==> src/rtl/gpio_uart_streamer.sv <==
// ---------------------------------------------------------------------------
// gpio_uart_streamer
//
// Captures bytes from the memory controller's GPIO byte port into a small
// FIFO and streams them off-chip as 8N1 UART frames (LSB first). The writer
// can never be stalled: a byte arriving while the FIFO is full is dropped
// and a sticky overflow flag is raised.
//
// Parameters:
//   CLK_FREQ    clock frequency in Hz
//   BAUD        UART bit rate; one bit lasts CLK_FREQ / BAUD clocks
//   FIFO_DEPTH  byte entries, power of two, >= 2
//
// Ports:
//   clk        in   system clock, rising edge
//   rst        in   asynchronous active-low reset
//   GPIO       in   [7:0] byte from the memory controller
//   GPIOEn     in   write strobe, one byte per high cycle
//   clearOvf   in   synchronous clear of overflow (a same-edge drop wins)
//   tx         out  UART line, idle high, registered
//   busy       out  frame in flight or FIFO non-empty
//   overflow   out  sticky, set when a byte is dropped
//   fifoCount  out  [$clog2(FIFO_DEPTH):0] current FIFO occupancy
// ---------------------------------------------------------------------------
module gpio_uart_streamer #(
    parameter int CLK_FREQ   = 50000000,
    parameter int BAUD       = 115200,
    parameter int FIFO_DEPTH = 16
) (
    input  logic                          clk,
    input  logic                          rst,
    input  logic [7:0]                    GPIO,
    input  logic                          GPIOEn,
    input  logic                          clearOvf,
    output logic                          tx,
    output logic                          busy,
    output logic                          overflow,
    output logic [$clog2(FIFO_DEPTH):0]   fifoCount
);

    localparam int CLKS_PER_BIT = CLK_FREQ / BAUD;
    localparam int BAUD_W       = (CLKS_PER_BIT > 1) ? $clog2(CLKS_PER_BIT) : 1;
    localparam int PTR_W        = $clog2(FIFO_DEPTH);
    localparam int CNT_W        = PTR_W + 1;

    localparam logic [BAUD_W-1:0] BAUD_LAST = BAUD_W'(CLKS_PER_BIT - 1);
    localparam logic [CNT_W-1:0]  CNT_FULL  = CNT_W'(FIFO_DEPTH);

    typedef enum logic [1:0] {
        IDLE  = 2'd0,
        START = 2'd1,
        DATA  = 2'd2,
        STOP  = 2'd3
    } state_t;

    // FIFO storage and bookkeeping
    logic [7:0]       mem [FIFO_DEPTH];
    logic [PTR_W-1:0] wr_ptr;
    logic [PTR_W-1:0] rd_ptr;
    logic [CNT_W-1:0] count;

    // Transmitter
    state_t           state;
    logic [BAUD_W-1:0] baud_cnt;
    logic [2:0]       bit_idx;
    logic [7:0]       shift;

    logic bit_end;
    logic fifo_empty;
    logic push;
    logic drop;
    logic pop;

    assign bit_end    = (baud_cnt == BAUD_LAST);
    assign fifo_empty = (count == '0);

    // Full is judged on the pre-edge count, so a pop on the same edge never
    // makes room for the byte being offered.
    assign push = GPIOEn && (count != CNT_FULL);
    assign drop = GPIOEn && (count == CNT_FULL);

    // The head is popped on the edge that enters START, either from IDLE or
    // straight from the end of STOP for gap-free back-to-back frames.
    assign pop = !fifo_empty && ((state == IDLE) || (state == STOP && bit_end));

    assign fifoCount = count;
    assign busy      = (state != IDLE) || !fifo_empty;

    // NOTE: the storage array has no reset; stale bytes are unreachable once
    // the count is zero, and leaving it out keeps it mappable to plain RAM.
    always_ff @(posedge clk) begin
        if (push) begin
            mem[wr_ptr] <= GPIO;
        end
    end

    // NOTE: every clocked block uses non-blocking assignments so all state
    // updates see the same pre-edge values, matching the hardware.
    always_ff @(posedge clk or negedge rst) begin
        if (!rst) begin
            wr_ptr   <= '0;
            rd_ptr   <= '0;
            count    <= '0;
            overflow <= 1'b0;
        end else begin
            // Pointers are PTR_W bits wide, so they wrap modulo the depth.
            if (push) wr_ptr <= wr_ptr + 1'b1;
            if (pop)  rd_ptr <= rd_ptr + 1'b1;

            case ({push, pop})
                2'b10:   count <= count + 1'b1;
                2'b01:   count <= count - 1'b1;
                default: count <= count;
            endcase

            // Set has priority over clear when both happen on one edge.
            if (drop) begin
                overflow <= 1'b1;
            end else if (clearOvf) begin
                overflow <= 1'b0;
            end
        end
    end

    always_ff @(posedge clk or negedge rst) begin
        if (!rst) begin
            state    <= IDLE;
            baud_cnt <= '0;
            bit_idx  <= '0;
            shift    <= '0;
            tx       <= 1'b1;
        end else begin
            case (state)
                IDLE: begin
                    baud_cnt <= '0;
                    tx       <= 1'b1;
                    if (pop) begin
                        shift <= mem[rd_ptr];
                        tx    <= 1'b0;
                        state <= START;
                    end
                end

                START: begin
                    if (bit_end) begin
                        baud_cnt <= '0;
                        bit_idx  <= '0;
                        tx       <= shift[0];
                        state    <= DATA;
                    end else begin
                        baud_cnt <= baud_cnt + 1'b1;
                    end
                end

                DATA: begin
                    if (bit_end) begin
                        baud_cnt <= '0;
                        if (bit_idx == 3'd7) begin
                            tx    <= 1'b1;
                            state <= STOP;
                        end else begin
                            // The next bit is shift[1] before the shift lands.
                            shift   <= shift >> 1;
                            tx      <= shift[1];
                            bit_idx <= bit_idx + 3'd1;
                        end
                    end else begin
                        baud_cnt <= baud_cnt + 1'b1;
                    end
                end

                STOP: begin
                    if (bit_end) begin
                        baud_cnt <= '0;
                        if (pop) begin
                            shift <= mem[rd_ptr];
                            tx    <= 1'b0;
                            state <= START;
                        end else begin
                            tx    <= 1'b1;
                            state <= IDLE;
                        end
                    end else begin
                        baud_cnt <= baud_cnt + 1'b1;
                    end
                end

                default: begin
                    baud_cnt <= '0;
                    tx       <= 1'b1;
                    state    <= IDLE;
                end
            endcase
        end
    end

endmodule

==> config.mk <==
export PLATFORM = sky130hd
export DESIGN_NAME = gpio_uart_streamer
export DESIGN_NICKNAME = d
export VERILOG_FILES = /design/src/rtl/gpio_uart_streamer.sv
export SDC_FILE = /design/constraint.sdc
export NUM_CORES = 1
export LEC_CHECK = 0
export CAP_MARGIN = 10
export CORE_UTILIZATION = 66
export CTS_BUF_LIST = sky130_fd_sc_hd__clkbuf_16
export DETAILED_ROUTE_END_ITERATION = 10
export PLACE_DENSITY = 0.85
export SLEW_MARGIN = 20
export SYNTH_ARGS = -nofsm -noshare
export SYNTH_HDL_FRONTEND = slang
export SYNTH_SLANG_ARGS = --single-unit
export TNS_END_PERCENT = 1
==> constraint.sdc <==
create_clock -name clk -period 6.09 [get_ports clk]
set_clock_uncertainty 0.2 [all_clocks]
set_input_delay 1.218 -clock clk [delete_from_list [all_inputs] [get_ports clk]]
set_output_delay 1.218 -clock clk [all_outputs]
set_load 0.02 [all_outputs]
==> impl_metrics.env <==
export IMPL_status="complete, no violations"
export IMPL_drt_initial_drc_count=336
export IMPL_period_minus_slack_ns=3.916
export IMPL_syn_inst=433
export IMPL_core_mm2=0.01032
export IMPL_syn_area_per_cell_um2=16.25
export IMPL_dp_hpwl_mm=8.473
export IMPL_power_density_mw_per_mm2=480.3
export IMPL_cts_max_level=4
export IMPL_place_gp_congestion=0.8083
export IMPL_die_h_um=105.3
export IMPL_area_growth_pct=12.18
export IMPL_synth_top_area_share=0.5461
export IMPL_hold_viol_final=0
export IMPL_ctsHoldBuffers=0
export IMPL_synth_seq_cells=165
export IMPL_synth_compound_area_share=0.05778
export IMPL_synth_adder_area_share=0.03378
export IMPL_synth_nets=464
export IMPL_drv_slew=0
export IMPL_start_util=0.6817
export IMPL_nets=481
export IMPL_cts_resized=0
export IMPL_async_flop_share=0.2242
export IMPL_startpoint_type="input port"
export IMPL_cts_buffers=17
export IMPL_wire_per_inst_um=22.69
export IMPL_setup_tns_ns=0
export IMPL_ant_nets=0
export IMPL_portBuffers=19
export IMPL_cts_sinks=165
export IMPL_synthTopCellsByArea="edfxtp_1 55%, dfrtp_1 13%, mux4_2 8.0%"
export IMPL_vias=3839
export IMPL_drive_above_1_share=0.1775
export IMPL_timing_final_crit_share=0.6430
export IMPL_cts_tree="built"
export IMPL_synth_xor_area_share=0.02364
export IMPL_fin_ws_ns=2.174
export IMPL_n_fill_cell=557
export IMPL_yosysTopAreaCell="edfxtp_1"
export IMPL_drtPass1Iterations=4
export IMPL_clockRootBuffer="clkbuf_16"
export IMPL_synth_mux_area_frac=0.1259
export IMPL_antenna_cells=0
export IMPL_num_rows=37
export IMPL_end_kind="register"
export IMPL_drcViolationCount=0
export IMPL_hold_class="register to register"
export IMPL_ys_flop_type="edfxtp_1"
export IMPL_clk_latency_ns=0.43
export IMPL_cp_max_fo=9
export IMPL_tightest_slew_ns=1.118
export IMPL_die_w_um=105.3
export IMPL_overflow=0
export IMPL_grt_pass1_vias=3985
export IMPL_max_freq_mhz=255.4
export IMPL_grt_pass1_wl_mm=21.58
export IMPL_finalSetupViolations=0
export IMPL_max_slew_margin=0.2491
export IMPL_finalWirelength_mm=13.57
export IMPL_yosys_area_share_simple=0.06240
export IMPL_cts_buffer_depth=2
export IMPL_dp_slack_ns=1.820
export IMPL_antenna_found_initial=0
export IMPL_critPathRequiredTime_ns=6.24
export IMPL_rsz0062_at_grt="false"
export IMPL_clk_pin_slew_ns=0.06
export IMPL_crit_type="input port to register"
export IMPL_cts_setup_buffers=0
export IMPL_synth_edf_count=128
export IMPL_ys_seq_area_frac=0.6779
export IMPL_synth_top_family_by_area="multiplexers"
export IMPL_grt_max_degree=38
export IMPL_grt_total_usage=0.2745
export IMPL_synth_cell_type_count=51
export IMPL_ios=20
export IMPL_synth_warnings=0
export IMPL_drv_cap=0
export IMPL_p_leak_nw=2.800
export IMPL_dieArea_mm2=0.01108
export IMPL_peakVddDrop_uv=300.4
export IMPL_post_drt_via_cell_ratio=6.420
export IMPL_synth_area_mm2=0.007038
export IMPL_crit_arrival_ns=4.06
## where the power goes
group	switching (mW)	total, mW	internal, mW
combinational	0.606	1.15	0.542
clock	0.440	1.05	0.606
sequential	0.191	1.60	1.41
## metal layers
layer | vias up | routed length (um) | global-route usage
li1 | 1708 | - | -
met4 | 0 | 434 | 0.1348
met2 | 145 | 6836 | 0.4333
met3 | 37 | 758 | 0.07545
met1 | 1949 | 5538 | 0.3562
met5 | - | 0 | 0
## synth_stat cells (2+ instances only)
cell type and instances:
nand4_1 2, nand2b_1 3, buf_2 9, a21oi_1 7, nand2_1 22, o21a_1 3
xor2_1 10, clkbuf_1 8, o21ai_0 9, ha_1 19, inv_1 7, xnor2_1 9
a22oi_1 8, nor3_1 5, o311ai_0 6, mux2i_1 21, o211ai_1 7, dfrtp_1 36
buf_1 4, buf_4 2, nor2_1 26, nand3b_1 6, nand3_1 9, or2_2 2
mux4_2 25, a31oi_1 3, mux2_2 10, a22o_1 3, edfxtp_1 128, nor2b_1 2
a21o_1 2
## cell type report
class	instances	area, um^2	area share
clock buffer	17	425.4	0.05388
multi-input combinational	238	2151	0.2724
sequential	165	4772	0.6044
inverter	7	26.28	0.003328
tap	136	170.2	0.02155
clock inverter	14	150.1	0.01902
timing repair buffer	21	200.2	0.02536
## per-stage QoR
step,hold slack (ns),area (um^2),util,std cells,power [mW]
global route,0.3147,7895,0.7648,598,3.972
floorplan,0.2535,7038,-,433,2.436
global placement,0.2726,7305,0.7076,567,2.682
finish,0.2900,7895,0.7648,598,3.792
CTS,0.2989,7885,0.7638,598,3.806
detailed placement,0.2877,7310,0.7080,567,2.747
## worst max-delay path, stage by stage
cell and delay [ns]:
clkdlybuf4s50_1 0.47, a21boi_1 0.69, inv_1 0.15, ha_1 0.36
xor2_1 0.19, ha_1 0.23, o21a_1 0.17, o21ai_0 0.15
nand3b_1 0.09, a21oi_1 0.17, xor2_1 0.17
## logic make-up after synthesis
logic type | count (synthesis)
DFF | 165
AOI/OAI and AO/OA | 56
buffers and inverters | 30
adders and majority gates | 19
and+or+nand+nor | 88
xor gates and xnor gates | 19
muxes | 56
## path summary, 6_finish.rpt
check	endpoint	slack, ns	cells past startpoint	startpoint
max in group asynchronous	rd_ptr[1]$_DFFE_PN0P_	4.41	1	rst
min in group asynchronous	fifoCount[2]$_DFFE_PN0P_	0.70	1	rst
worst min register to register	baud_cnt[0]$_DFF_PN0_	0.29	1	baud_cnt[0]$_DFF_PN0_
worst max register to register	fifoCount[4]$_DFFE_PN0P_	2.65	12	baud_cnt[1]$_DFF_PN0_
worst min-delay path	baud_cnt[0]$_DFF_PN0_	0.29	1	baud_cnt[0]$_DFF_PN0_
worst max-delay path	fifoCount[4]$_DFFE_PN0P_	2.17	11	GPIOEn
## state kept, by name, indices dropped and copies added, names as in the netlist
signal     cells
shift          8
rd_ptr         4
state          2
overflow       1
mem          128
baud_cnt       9
bit_idx        3
wr_ptr         4
tx             1
fifoCount      5
## cells in the final DEF (no fill, tap or decap), drive strengths merged, types with 9 or more instances in the layout
master,Yosys,final
ha,19,19
dfrtp,36,36
mux4,25,25
nand3,9,9
xor2,10,10
clkdlybuf4s50,0,18
inv,7,14
mux2i,21,21
nand2,23,23
o21ai,9,9
xnor2,9,9
edfxtp,128,128
nor2,26,26
clkbuf,8,17
mux2,10,10
(Power assumes the default switching activity.)
